[config.mk]
export PLATFORM = sky130hd
export DESIGN_NAME = rggen_indirect_register_pipelined_flat
export DESIGN_NICKNAME = d
export VERILOG_FILES = /design/src/rtl/rggen_indirect_register_pipelined_pkg.sv /design/src/rtl/rggen_rtl_pkg.sv /design/src/rtl/rggen_bit_field_if.sv /design/src/rtl/rggen_register_if.sv /design/src/rtl/rggen_address_decoder.sv /design/src/rtl/rggen_indirect_register_pipelined.sv /design/src/flat_wrapper.sv
export SDC_FILE = /design/constraint.sdc
export NUM_CORES = 1
export LEC_CHECK = 0
export ABC_AREA = 1
export BUFFER_PORTS_ARGS = -buffer_cell sky130_fd_sc_hd__buf_2
export CORE_AREA = 2 2 110 112
export CTS_CLUSTER_SIZE = 40
export DETAILED_ROUTE_END_ITERATION = 6
export DIE_AREA = 0 0 112 114
export PLACE_DENSITY = 0.68
export SYNTH_ARGS = -nofsm -noshare
export SYNTH_HDL_FRONTEND = slang
export SYNTH_SLANG_ARGS = --single-unit
[constraint.sdc]
create_clock -name clk -period 1.15 [get_ports clk]
set_input_delay 0.0575 -clock clk [delete_from_list [all_inputs] [get_ports clk]]
set_output_delay 0.0575 -clock clk [all_outputs]
set_load 0.1 [all_outputs]
[src/rtl/rggen_indirect_register_pipelined_pkg.sv]
`default_nettype none
// ============================================================================
// rggen_indirect_register_pipelined_pkg : sizing helpers for the wait counter
// Revision: 1.0
// ============================================================================
package rggen_indirect_register_pipelined_pkg;

    localparam int MAX_WAIT_CYCLES = 255;

    // A counter that is loaded with WAIT_CYCLES-1 and stops at zero.
    function automatic int calc_counter_width(input int wait_cycles);
        return (wait_cycles > 0) ? $clog2(wait_cycles + 1) : 1;
    endfunction

endpackage
`default_nettype wire

[src/rtl/rggen_rtl_pkg.sv]
`default_nettype none
// ============================================================================
// rggen_rtl_pkg : shared bus direction and response status encodings
// Revision: 1.0
// ============================================================================
package rggen_rtl_pkg;

    typedef enum logic {
        RGGEN_READ  = 1'b0,
        RGGEN_WRITE = 1'b1
    } rggen_direction;

    typedef enum logic [1:0] {
        RGGEN_OKAY         = 2'b00,
        RGGEN_EXOKAY       = 2'b01,
        RGGEN_SLAVE_ERROR  = 2'b10,
        RGGEN_DECODE_ERROR = 2'b11
    } rggen_status;

endpackage
`default_nettype wire

[src/rtl/rggen_bit_field_if.sv]
`default_nettype none
// ============================================================================
// rggen_bit_field_if : access strobes and data between register and bit fields
// Revision: 1.0
// ============================================================================
interface rggen_bit_field_if #(
    parameter int WIDTH = 32
);
    logic               read_access;
    logic               write_access;
    logic [WIDTH-1:0]   write_data;
    logic [WIDTH-1:0]   write_mask;
    logic [WIDTH-1:0]   read_data;
    logic [WIDTH-1:0]   value;

    modport master (
        output read_access, write_access, write_data, write_mask,
        input  read_data, value
    );

    modport slave (
        input  read_access, write_access, write_data, write_mask,
        output read_data, value
    );
endinterface
`default_nettype wire

[src/rtl/rggen_register_if.sv]
`default_nettype none
// ============================================================================
// rggen_register_if : request/response channel between bus adapter and register
// Revision: 1.0
// ============================================================================
interface rggen_register_if #(
    parameter int ADDRESS_WIDTH = 16,
    parameter int BUS_WIDTH     = 32,
    parameter int VALUE_WIDTH   = BUS_WIDTH
);
    logic                               request;
    logic [ADDRESS_WIDTH-1:0]           address;
    rggen_rtl_pkg::rggen_direction      direction;
    logic [BUS_WIDTH-1:0]               write_data;
    logic [BUS_WIDTH-1:0]               write_mask;
    logic                               ready;
    rggen_rtl_pkg::rggen_status         status;
    logic [BUS_WIDTH-1:0]               read_data;
    logic [VALUE_WIDTH-1:0]             value;

    modport master (
        output request, address, direction, write_data, write_mask,
        input  ready, status, read_data, value
    );

    modport slave (
        input  request, address, direction, write_data, write_mask,
        output ready, status, read_data, value
    );
endinterface
`default_nettype wire

[src/rtl/rggen_address_decoder.sv]
`default_nettype none
// ============================================================================
// rggen_address_decoder : flags a byte address inside [START_ADDRESS, END_ADDRESS]
// Revision: 1.0
// ============================================================================
module rggen_address_decoder #(
    parameter int                       ADDRESS_WIDTH = 16,
    parameter bit [ADDRESS_WIDTH-1:0]   START_ADDRESS = '0,
    parameter bit [ADDRESS_WIDTH-1:0]   END_ADDRESS   = '0
) (
    input  var logic [ADDRESS_WIDTH-1:0]    address,
    output var logic                        match
);
    localparam bit [ADDRESS_WIDTH-1:0] SPAN = END_ADDRESS - START_ADDRESS;

    // Offset compare keeps a single unsigned test even when START_ADDRESS is zero.
    logic [ADDRESS_WIDTH-1:0] offset;

    assign offset = address - START_ADDRESS;
    assign match  = (offset <= SPAN);
endmodule
`default_nettype wire

[src/rtl/rggen_indirect_register_pipelined.sv]
`default_nettype none
// ============================================================================
// rggen_indirect_register_pipelined : indirect register with capture, wait states
// and a single-cycle bit-field access.  Revision: 1.0
// ============================================================================
module rggen_indirect_register_pipelined
    import rggen_rtl_pkg::*;
    import rggen_indirect_register_pipelined_pkg::*;
#(
    parameter int                       ADDRESS_WIDTH = 16,
    parameter bit [ADDRESS_WIDTH-1:0]   START_ADDRESS = '0,
    parameter bit [ADDRESS_WIDTH-1:0]   END_ADDRESS   = '0,
    parameter int                       INDEX_WIDTH   = 1,
    parameter bit [INDEX_WIDTH-1:0]     INDEX_VALUE   = '0,
    parameter bit [INDEX_WIDTH-1:0]     INDEX_MASK    = '1,
    parameter int                       DATA_WIDTH    = 32,
    parameter int                       WAIT_CYCLES   = 0,
    parameter bit                       ERROR_ON_MISS = 1'b0
) (
    input  var logic                    clk,
    input  var logic                    rst_n,
    rggen_register_if.slave             register_if,
    rggen_bit_field_if.master           bit_field_if,
    input  var logic [INDEX_WIDTH-1:0]  i_index
);
    localparam int COUNTER_WIDTH = calc_counter_width(WAIT_CYCLES);
    localparam bit [COUNTER_WIDTH-1:0] COUNTER_LOAD =
        COUNTER_WIDTH'((WAIT_CYCLES > 0) ? WAIT_CYCLES - 1 : 0);

    typedef enum logic [1:0] {
        STATE_IDLE   = 2'd0,
        STATE_WAIT   = 2'd1,
        STATE_ACCESS = 2'd2
    } state_e;

    state_e                     state;
    logic [COUNTER_WIDTH-1:0]   counter;
    rggen_direction             direction;
    logic [DATA_WIDTH-1:0]      write_data;
    logic [DATA_WIDTH-1:0]      write_mask;
    logic                       miss;
    logic                       ready;
    logic                       read_access;
    logic                       write_access;
    rggen_status                status;

    logic                       address_match;
    logic                       index_hit;
    logic                       select;
    logic                       capture;
    logic                       launch;
    logic                       access_hit;
    rggen_direction             access_direction;

    rggen_address_decoder #(
        .ADDRESS_WIDTH  (ADDRESS_WIDTH),
        .START_ADDRESS  (START_ADDRESS),
        .END_ADDRESS    (END_ADDRESS)
    ) u_address_decoder (
        .address    (register_if.address),
        .match      (address_match)
    );

    assign index_hit = (((i_index ^ INDEX_VALUE) & INDEX_MASK) == '0);
    assign select    = address_match && (index_hit || ERROR_ON_MISS);
    assign capture   = (state == STATE_IDLE) && register_if.request && select;

    // With no wait states the access launches from the bus values being captured.
    always_comb begin
        access_hit       = !miss;
        access_direction = direction;
        launch           = 1'b0;
        if (state == STATE_IDLE) begin
            access_hit       = index_hit;
            access_direction = register_if.direction;
            launch           = capture && (WAIT_CYCLES == 0);
        end else if (state == STATE_WAIT) begin
            launch           = register_if.request && (counter == '0);
        end
    end

    always_ff @(posedge clk or negedge rst_n) begin
        if (!rst_n) begin
            state        <= STATE_IDLE;
            counter      <= '0;
            direction    <= RGGEN_READ;
            write_data   <= '0;
            write_mask   <= '0;
            miss         <= 1'b0;
            ready        <= 1'b0;
            read_access  <= 1'b0;
            write_access <= 1'b0;
            status       <= RGGEN_OKAY;
        end else begin
            ready        <= 1'b0;
            read_access  <= 1'b0;
            write_access <= 1'b0;
            status       <= RGGEN_OKAY;

            case (state)
                STATE_IDLE: begin
                    if (capture) begin
                        direction  <= register_if.direction;
                        write_data <= register_if.write_data;
                        write_mask <= register_if.write_mask;
                        miss       <= !index_hit;
                        if (WAIT_CYCLES > 0) begin
                            state   <= STATE_WAIT;
                            counter <= COUNTER_LOAD;
                        end else begin
                            state   <= STATE_ACCESS;
                        end
                    end
                end
                STATE_WAIT: begin
                    if (!register_if.request) begin
                        state   <= STATE_IDLE;
                        counter <= '0;
                    end else if (counter == '0) begin
                        state   <= STATE_ACCESS;
                    end else begin
                        counter <= counter - 1'b1;
                    end
                end
                STATE_ACCESS: begin
                    state <= STATE_IDLE;
                end
                default: begin
                    state <= STATE_IDLE;
                end
            endcase

            if (launch) begin
                ready        <= 1'b1;
                status       <= access_hit ? RGGEN_OKAY : RGGEN_SLAVE_ERROR;
                write_access <= access_hit && (access_direction == RGGEN_WRITE);
                read_access  <= access_hit && (access_direction == RGGEN_READ);
            end
        end
    end

    assign register_if.ready     = ready;
    assign register_if.status    = status;
    assign register_if.read_data = ((state == STATE_ACCESS) && !miss) ? bit_field_if.read_data : '0;
    assign register_if.value     = bit_field_if.value;

    assign bit_field_if.read_access  = read_access;
    assign bit_field_if.write_access = write_access;
    assign bit_field_if.write_data   = write_data;
    assign bit_field_if.write_mask   = write_mask;
endmodule
`default_nettype wire

[src/flat_wrapper.sv]
// flat-port wrapper written by rule: the top's interface ports become plain ports
module rggen_indirect_register_pipelined_flat import rggen_rtl_pkg::*; import rggen_indirect_register_pipelined_pkg::*;
#(
    parameter int                       ADDRESS_WIDTH = 16,
    parameter bit [ADDRESS_WIDTH-1:0]   START_ADDRESS = '0,
    parameter bit [ADDRESS_WIDTH-1:0]   END_ADDRESS   = '0,
    parameter int                       INDEX_WIDTH   = 1,
    parameter bit [INDEX_WIDTH-1:0]     INDEX_VALUE   = '0,
    parameter bit [INDEX_WIDTH-1:0]     INDEX_MASK    = '1,
    parameter int                       DATA_WIDTH    = 32,
    parameter int                       WAIT_CYCLES   = 0,
    parameter bit                       ERROR_ON_MISS = 1'b0
)
  (clk, rst_n, i_index, register_if_request, register_if_address, register_if_direction, register_if_write_data, register_if_write_mask, register_if_ready, register_if_status, register_if_read_data, register_if_value, bit_field_if_read_access, bit_field_if_write_access, bit_field_if_write_data, bit_field_if_write_mask, bit_field_if_read_data, bit_field_if_value);
  rggen_register_if #(.ADDRESS_WIDTH(ADDRESS_WIDTH), .BUS_WIDTH((32))) register_if_i ();
  rggen_bit_field_if #(.WIDTH((32))) bit_field_if_i ();
  input  var logic clk;
  input  var logic rst_n;
  input  var logic [INDEX_WIDTH-1:0] i_index;
  input wire logic [$bits(register_if_i.request)-1:0] register_if_request;
  input wire logic [$bits(register_if_i.address)-1:0] register_if_address;
  input wire logic [$bits(register_if_i.direction)-1:0] register_if_direction;
  input wire logic [$bits(register_if_i.write_data)-1:0] register_if_write_data;
  input wire logic [$bits(register_if_i.write_mask)-1:0] register_if_write_mask;
  output wire logic [$bits(register_if_i.ready)-1:0] register_if_ready;
  output wire logic [$bits(register_if_i.status)-1:0] register_if_status;
  output wire logic [$bits(register_if_i.read_data)-1:0] register_if_read_data;
  output wire logic [$bits(register_if_i.value)-1:0] register_if_value;
  output wire logic [$bits(bit_field_if_i.read_access)-1:0] bit_field_if_read_access;
  output wire logic [$bits(bit_field_if_i.write_access)-1:0] bit_field_if_write_access;
  output wire logic [$bits(bit_field_if_i.write_data)-1:0] bit_field_if_write_data;
  output wire logic [$bits(bit_field_if_i.write_mask)-1:0] bit_field_if_write_mask;
  input wire logic [$bits(bit_field_if_i.read_data)-1:0] bit_field_if_read_data;
  input wire logic [$bits(bit_field_if_i.value)-1:0] bit_field_if_value;
  assign register_if_i.request = register_if_request;
  assign register_if_i.address = register_if_address;
  assign register_if_i.direction = register_if_direction;
  assign register_if_i.write_data = register_if_write_data;
  assign register_if_i.write_mask = register_if_write_mask;
  assign register_if_ready = register_if_i.ready;
  assign register_if_status = register_if_i.status;
  assign register_if_read_data = register_if_i.read_data;
  assign register_if_value = register_if_i.value;
  assign bit_field_if_read_access = bit_field_if_i.read_access;
  assign bit_field_if_write_access = bit_field_if_i.write_access;
  assign bit_field_if_write_data = bit_field_if_i.write_data;
  assign bit_field_if_write_mask = bit_field_if_i.write_mask;
  assign bit_field_if_i.read_data = bit_field_if_read_data;
  assign bit_field_if_i.value = bit_field_if_value;
  rggen_indirect_register_pipelined #(.ADDRESS_WIDTH(ADDRESS_WIDTH), .START_ADDRESS(START_ADDRESS), .END_ADDRESS(END_ADDRESS), .INDEX_WIDTH(INDEX_WIDTH), .INDEX_VALUE(INDEX_VALUE), .INDEX_MASK(INDEX_MASK), .DATA_WIDTH(DATA_WIDTH), .WAIT_CYCLES(WAIT_CYCLES), .ERROR_ON_MISS(ERROR_ON_MISS)) u_core (.clk(clk), .rst_n(rst_n), .register_if(register_if_i), .bit_field_if(bit_field_if_i), .i_index(i_index));
endmodule
==> results.txt, run 1 <==
pre-CTS setup slack: -0.1912 ns
Worst VDD drop: 720.1 uV
critical path class: flip-flop to output pin
Final setup viols: 102
Area after DPL: 5411 um2
final hold slack: 0.01366 ns
post-synthesis simple-gate area fraction: 31.38%
Leak Pwr: 3.587 nW
reg2reg path depth: 8
grt met3 use: 6.536%
post-synthesis compound-gate area fraction: 0.1381%
share of cells above drive strength 1: 43.83%
# diodes: 0
r2r setup slk: -0.35 ns
initial core utilization: 30.95%
post-synthesis xor/xnor area fraction: 0%
Die Wd: 112 um
HP Class: primary input to flip-flop
FF+latch count, synth: 71
Clk Latency, worst-skew pair: 0.34 ns
number of remaining DRC errors: 0
post-DP HPWL: 8946 um
Mapped Area: 3625 um2
Fmax: 0.6272 GHz
mux cell area share after synthesis: 0%
final WL: 13950 um
Tmin final: 1.594 ns
Routed Antenna Nets: 0
RSZ-0062 raised after global routing: yes
CTS Buf Count: 9
routing usage on met2: 37.90%
gr ovfl total: 0
Syn-to-layout area delta: 86.54%
Ys Warns: 0
Final Net Count: 817
die height: 114 um
met1 track demand over resource: 22.14%
Period Utilization, post-route: 138.6%
CP arrival: 1.54 ns
crit path cell chain: or2_4 > buf_4 > nor2_4 > buf_12
fin. max-slew vios: 0
CTS tree: yes
initial antenna violation count: 0
# IOs: 282
via count: 4047
All-Layer GR Usage: 21.63%
CTS Root Cell: clkbuf_16
setup TNS: -32.56 ns
Final Hold Fails: 0
main combinational cell family by area after synthesis: simple AND/OR/NAND/NOR gates
pwr dens: 944.4 nW/um2
largest net degree at the start of global routing: 72
Port-buffer cells: 216
Syn Inst Count: 422
GR peak layer: met2
slowest cell delay on critical path: 0.38 ns
CTS H-tree lvls: 3
syn_area_per_cell: 8.589 um2
Setup crit start kind: flip-flop
Total Die Area: 12770 um2
Clock Skew: 0.007100 ns
Worst Setup End Kind: output pin
row cnt: 40
violated checks: setup timing
status: complete, but fails checks
Max Buffers Root-to-Sink: 2
number of global-route vias before repair: 4162
1st-iter DRT viols: 228
critical path's slowest cell: dfrtp_1
hold path cells: 3
via/cell ratio: 4.935
WHS Endpoint: u_core.direction$_DFFE_PN0P_
final worst slack: -0.4444 ns
min-delay src: register_if_direction
CTS clk-pin slew, worst paths: 0.06 ns
Yosys cell types: 19
CTS Sinks: 71
core area: 11710 um2
first-pass GRT wire length: 21450 um
average routed wire per standard cell: 17.01 um
Max-Cap Viols: 0
CP required: 1.09 ns
CP max FO: 9
worst r2r src: u_core.state[1]$_DFFE_PN0P_
end of the worst register-to-register path: u_core.bit_field_if.write_mask[17]$_DFFE_PN0P_
1st-pass router iterations: 4
post-synthesis adder-cell area fraction: 0%
sequential area share after synthesis: 49.02%
routability congestion estimate: 0.8480
design area: 6761 um2
## final cells by class
| cell class | count | area [um2] |
|---|---|---|
| flip-flops and latches | 71 | 1777 |
| inverters | 37 | 138.9 |
| multi-input cells | 250 | 1393 |
| clock buffers | 10 | 239.0 |
| well taps | 147 | 183.9 |
| repair buffers | 299 | 2915 |
| fillers | 992 | 4950 |
| clock inverters | 6 | 115.1 |
## worst max-delay path: cells and delay by family, from the launching register on
kind                   cells  cell delay, ns
buffers and inverters      2            0.40
DFF                        1            0.38
and+or+nand+nor            2            0.42
## layer usage
metal / routed length [um] / part of all wire, %
met1: 4539 / 33
met2: 7117 / 51
met3: 1503 / 11
met4: 784 / 5.6
met5: 0 / 0
## cells by family (layout without fill, tap and decap cells)
group | after synthesis | in the layout
and+or+nand+nor | 247 | 247
other | 1 | 2
DFF | 71 | 71
AOI/OAI and AO/OA | 1 | 1
buffers and inverters | 102 | 352
## power by group
| part | switching [mW] | total [mW] | internal, mW |
|---|---|---|---|
| combinational | 0.278 | 0.589 | 0.311 |
| sequential | 0.000889 | 2.50 | 2.50 |
| clock | 1.10 | 3.30 | 2.19 |
## per-stage QoR
stage | cells | power (mW) | utilization [%]
finish | 820 | 6.386 | 57.74
global route | 820 | 6.608 | 57.74
CTS | 820 | 6.460 | 57.74
detailed placement | 733 | 2.960 | 46.21
global placement | 733 | 2.952 | 46.21
floorplan | 423 | 3.212 | -
## worst max-delay path by stage
stage                                     start                                             end  slack [ns]  cells after the start
floorplan               u_core.miss$_DFFE_PN0P_                        register_if_read_data[0]       -0.31                      4
global placement    u_core.state[1]$_DFFE_PN0P_   u_core.bit_field_if.write_data[9]$_DFFE_PN0P_       -0.14                      6
detailed placement  u_core.state[1]$_DFFE_PN0P_  u_core.bit_field_if.write_data[28]$_DFFE_PN0P_       -0.19                      7
CTS                     u_core.miss$_DFFE_PN0P_                       register_if_read_data[23]       -0.47                      4
global route            u_core.miss$_DFFE_PN0P_                       register_if_read_data[23]       -0.51                      4
finish                  u_core.miss$_DFFE_PN0P_                        register_if_read_data[0]       -0.44                      4
## Yosys cell counts (all sizes together)
master,number,area (um2)
nor2,43,176.4
inv,37,138.9
nor3,1,16.27
buf,64,559.3
dfrtp,71,1777
nand2,134,503.0
conb,1,3.750
o21ai,1,5.000
clkbuf,1,3.750
or2,2,12.52
nand4,65,406.6
nand3,2,22.52
## placed cells by master, fill, tap and decap left out, drive strengths merged
cell type	n
buf	235
nand2	134
dfrtp	71
nand4	65
dlygate4sd3	61
nor2	43
inv	39
clkbuf	12
bufinv	3
conb	2
or2	2
nand3	2
nor3	1
o21ai	1
clkinvlp	1
bufbuf	1
## what timing repair did
item	in CTS	in global routing
resized for setup	60	3
hold buffers	61	0
setup endpoints to repair	156	104
pin swaps	1	1
hold endpoints to repair	131	0
setup buffers	4	0
gates cloned	6	0
## flip-flops by register name (all words and copies together), names as in the netlist
| signal | count |
|---|---|
| u_core.bit_field_if.write_access | 1 |
| u_core.state | 1 |
| u_core.bit_field_if.read_access | 1 |
| u_core.bit_field_if.write_data | 32 |
| u_core.register_if.status | 1 |
| u_core.bit_field_if.write_mask | 32 |
| u_core.direction | 1 |
| u_core.miss | 1 |
| u_core.register_if.ready | 1 |
No activity file was read; power rests on OpenSTA's default activity.
==> run 2: changes to the inputs <==
Settings changed: CORE_AREA 2 2 110 112 to 2 2 111 113, DIE_AREA 0 0 112 114 to 0 0 113 115, PLACE_DENSITY 0.68 to 0.65.
Clock period 1.15 ns to 1.75 ns, I/O delays scaled along.
==> run 2 against run 1 <==
Compared with the run above: the run ends with DRC left; register-to-register slack better by 0.65 ns; flip-flop and latch count unchanged; clock-buffer cell count up 4; global-route usage down 5.3 points; critical endpoint is now register_if_read_data[5]; highest routed layer unchanged.
==> results.txt, run 2 (synthesized netlist as in run 1, its figures left out) <==
status: complete, but fails checks
violated checks: DRC
Final setup viols: 0
critical path class: flip-flop to output pin
Setup crit start kind: flip-flop
Die Wd: 113 um
RSZ-0062 raised after global routing: no
via/cell ratio: 4.522
1st-iter DRT viols: 168
share of cells above drive strength 1: 40.23%
largest net degree at the start of global routing: 71
CTS Sinks: 71
fin. max-slew vios: 0
Max-Cap Viols: 0
CP arrival: 1.55 ns
All-Layer GR Usage: 16.29%
via count: 3468
Tmin final: 1.641 ns
Tot Pwr: 3.785 mW
Leak Pwr: 3.219 nW
Internal: 3.001 mW
CTS Root Cell: clkbuf_16
row cnt: 40
design area: 5420 um2
Comb power frac: 7.2%
Total Die Area: 13000 um2
Reg power frac: 43.5%
CP max FO: 16
Clk Latency, worst-skew pair: 0.33 ns
Clock Skew: 0.005394 ns
Inst Count DP: 731
crit path buf inv count: 2
Period Utilization, post-route: 93.76%
crit path cell chain: or2_1 > buf_4 > nor2_1 > buf_12
# IOs: 282
initial antenna violation count: 1
Final Net Count: 763
CTS tree: yes
number of remaining DRC errors: 18
CTS Buf Count: 9
Syn-to-layout area delta: 49.53%
most frequent cells in the layout: buf_2 (183), nand2_1 (134), dfrtp_1 (71), nand4_1 (65), nor2_1 (40)
HP Class: primary input to flip-flop
pwr dens: 698.4 nW/um2
fillcell total: 1115
Regs by FF count: u_core.bit_field_if.write_data (32), u_core.bit_field_if.write_mask (32)
gr ovfl total: 0
Worst VDD drop: 464.8 uV
power share of the clock group: 49.3%
CP required: 1.66 ns
final WL: 10560 um
Routed Antenna Nets: 0
Port-buffer cells: 216
die height: 115 um
core area: 11810 um2
initial core utilization: 30.69%
final hold slack: 0.01339 ns
Fmax: 0.6095 GHz
post-DP HPWL: 7823 um
CTS H-tree lvls: 3
first-pass GRT wire length: 16660 um
leading cell type in the layout, fill and taps excluded: buf_2
number of global-route vias before repair: 3377
Area after DPL: 4913 um2
1st-pass router iterations: 7
average routed wire per standard cell: 13.77 um
Worst Setup End Kind: output pin
post-CTS setup buffers: 0
Final Hold Fails: 0
slowest cell delay on critical path: 0.37 ns
switch share: 20.73%
critical path's slowest cell: dfrtp_1
non-filler cells, final: 767
Switch Pwr: 0.7846 mW
Max Buffers Root-to-Sink: 2
routability congestion estimate: 0.7454
cell family with most CP delay: simple AND/OR/NAND/NOR gates
CTS clk-pin slew, worst paths: 0.05 ns
run 2: worst paths after layout:
path | start | depth (start not counted) | slack [ns] | end
max | u_core.miss$_DFFE_PN0P_ | 4 | 0.11 | register_if_read_data[5]
min | register_if_write_data[6] | 3 | 0.01 | u_core.bit_field_if.write_data[6]$_DFFE_PN0P_
max reg2reg | u_core.state[1]$_DFFE_PN0P_ | 6 | 0.30 | u_core.bit_field_if.write_mask[21]$_DFFE_PN0P_
min reg2reg | u_core.bit_field_if.write_data[0]$_DFFE_PN0P_ | 2 | 0.47 | u_core.bit_field_if.write_data[0]$_DFFE_PN0P_
max in group asynchronous | rst_n | 3 | 0.94 | u_core.bit_field_if.write_mask[26]$_DFFE_PN0P_
min in group asynchronous | rst_n | 2 | 0.25 | u_core.bit_field_if.write_data[23]$_DFFE_PN0P_
run 2: area by class of cell:
| cell class | instances | area [um2] | area share, % |
|---|---|---|---|
| Timing Repair Buffer | 245 | 1854 | 34.21 |
| Clock buffer | 14 | 274.0 | 5.055 |
| Tap cell | 147 | 183.9 | 3.393 |
| Antenna cell | 1 | 2.502 | 0.04617 |
| Inverter | 37 | 138.9 | 2.562 |
| Sequential cell | 71 | 1777 | 32.78 |
| Multi-Input combinational cell | 250 | 1152 | 21.26 |
| Clock inverter | 2 | 37.54 | 0.6925 |
run 2: what timing repair did:
action	CTS	global route
setup endpoints to repair	1	0
gates resized for setup	1	0
hold endpoints to repair	49	0
hold buffers	19	0
run 2: metal layers:
metal / global-route usage, % / vias to the layer above / wire length (um)
li1: - / 1693 / -
met4: 8.293 / 0 / 337
met5: 0 / - / 0
met2: 28.34 / 155 / 5487
met1: 18.66 / 1586 / 3965
met3: 4.112 / 34 / 772
run 2: metrics by stage:
| stage | setup slack (ns) | utilization (%) | TNS [ns] |
|---|---|---|---|
| 6_report | 0.1092 | 45.89 | 0 |
| 5_1_grt | 0.03015 | 45.89 | 0 |
| 4_1_cts | 0.08269 | 45.87 | 0 |
| 3_5_place_dp | 0.2792 | 41.60 | 0 |
| 3_3_place_gp | 0.3616 | 41.60 | 0 |
| 2_1_floorplan | -0.4457 | - | -13.93 |
run 2: power by group through the flow:
stage	clock network, mW	registers (mW)	logic, mW
3_3_place_gp	0	1.67	0.237
5_1_grt	2.00	1.64	0.304
6_report	1.87	1.64	0.273
2_1_floorplan	0	1.68	0.405
3_5_place_dp	0	1.67	0.242
4_1_cts	1.93	1.64	0.276
run 2: worst min-delay path, cell delays in order:
cell	delay, ns
buf_2	0.07
nand4_1	0.08
nand2_1	0.07
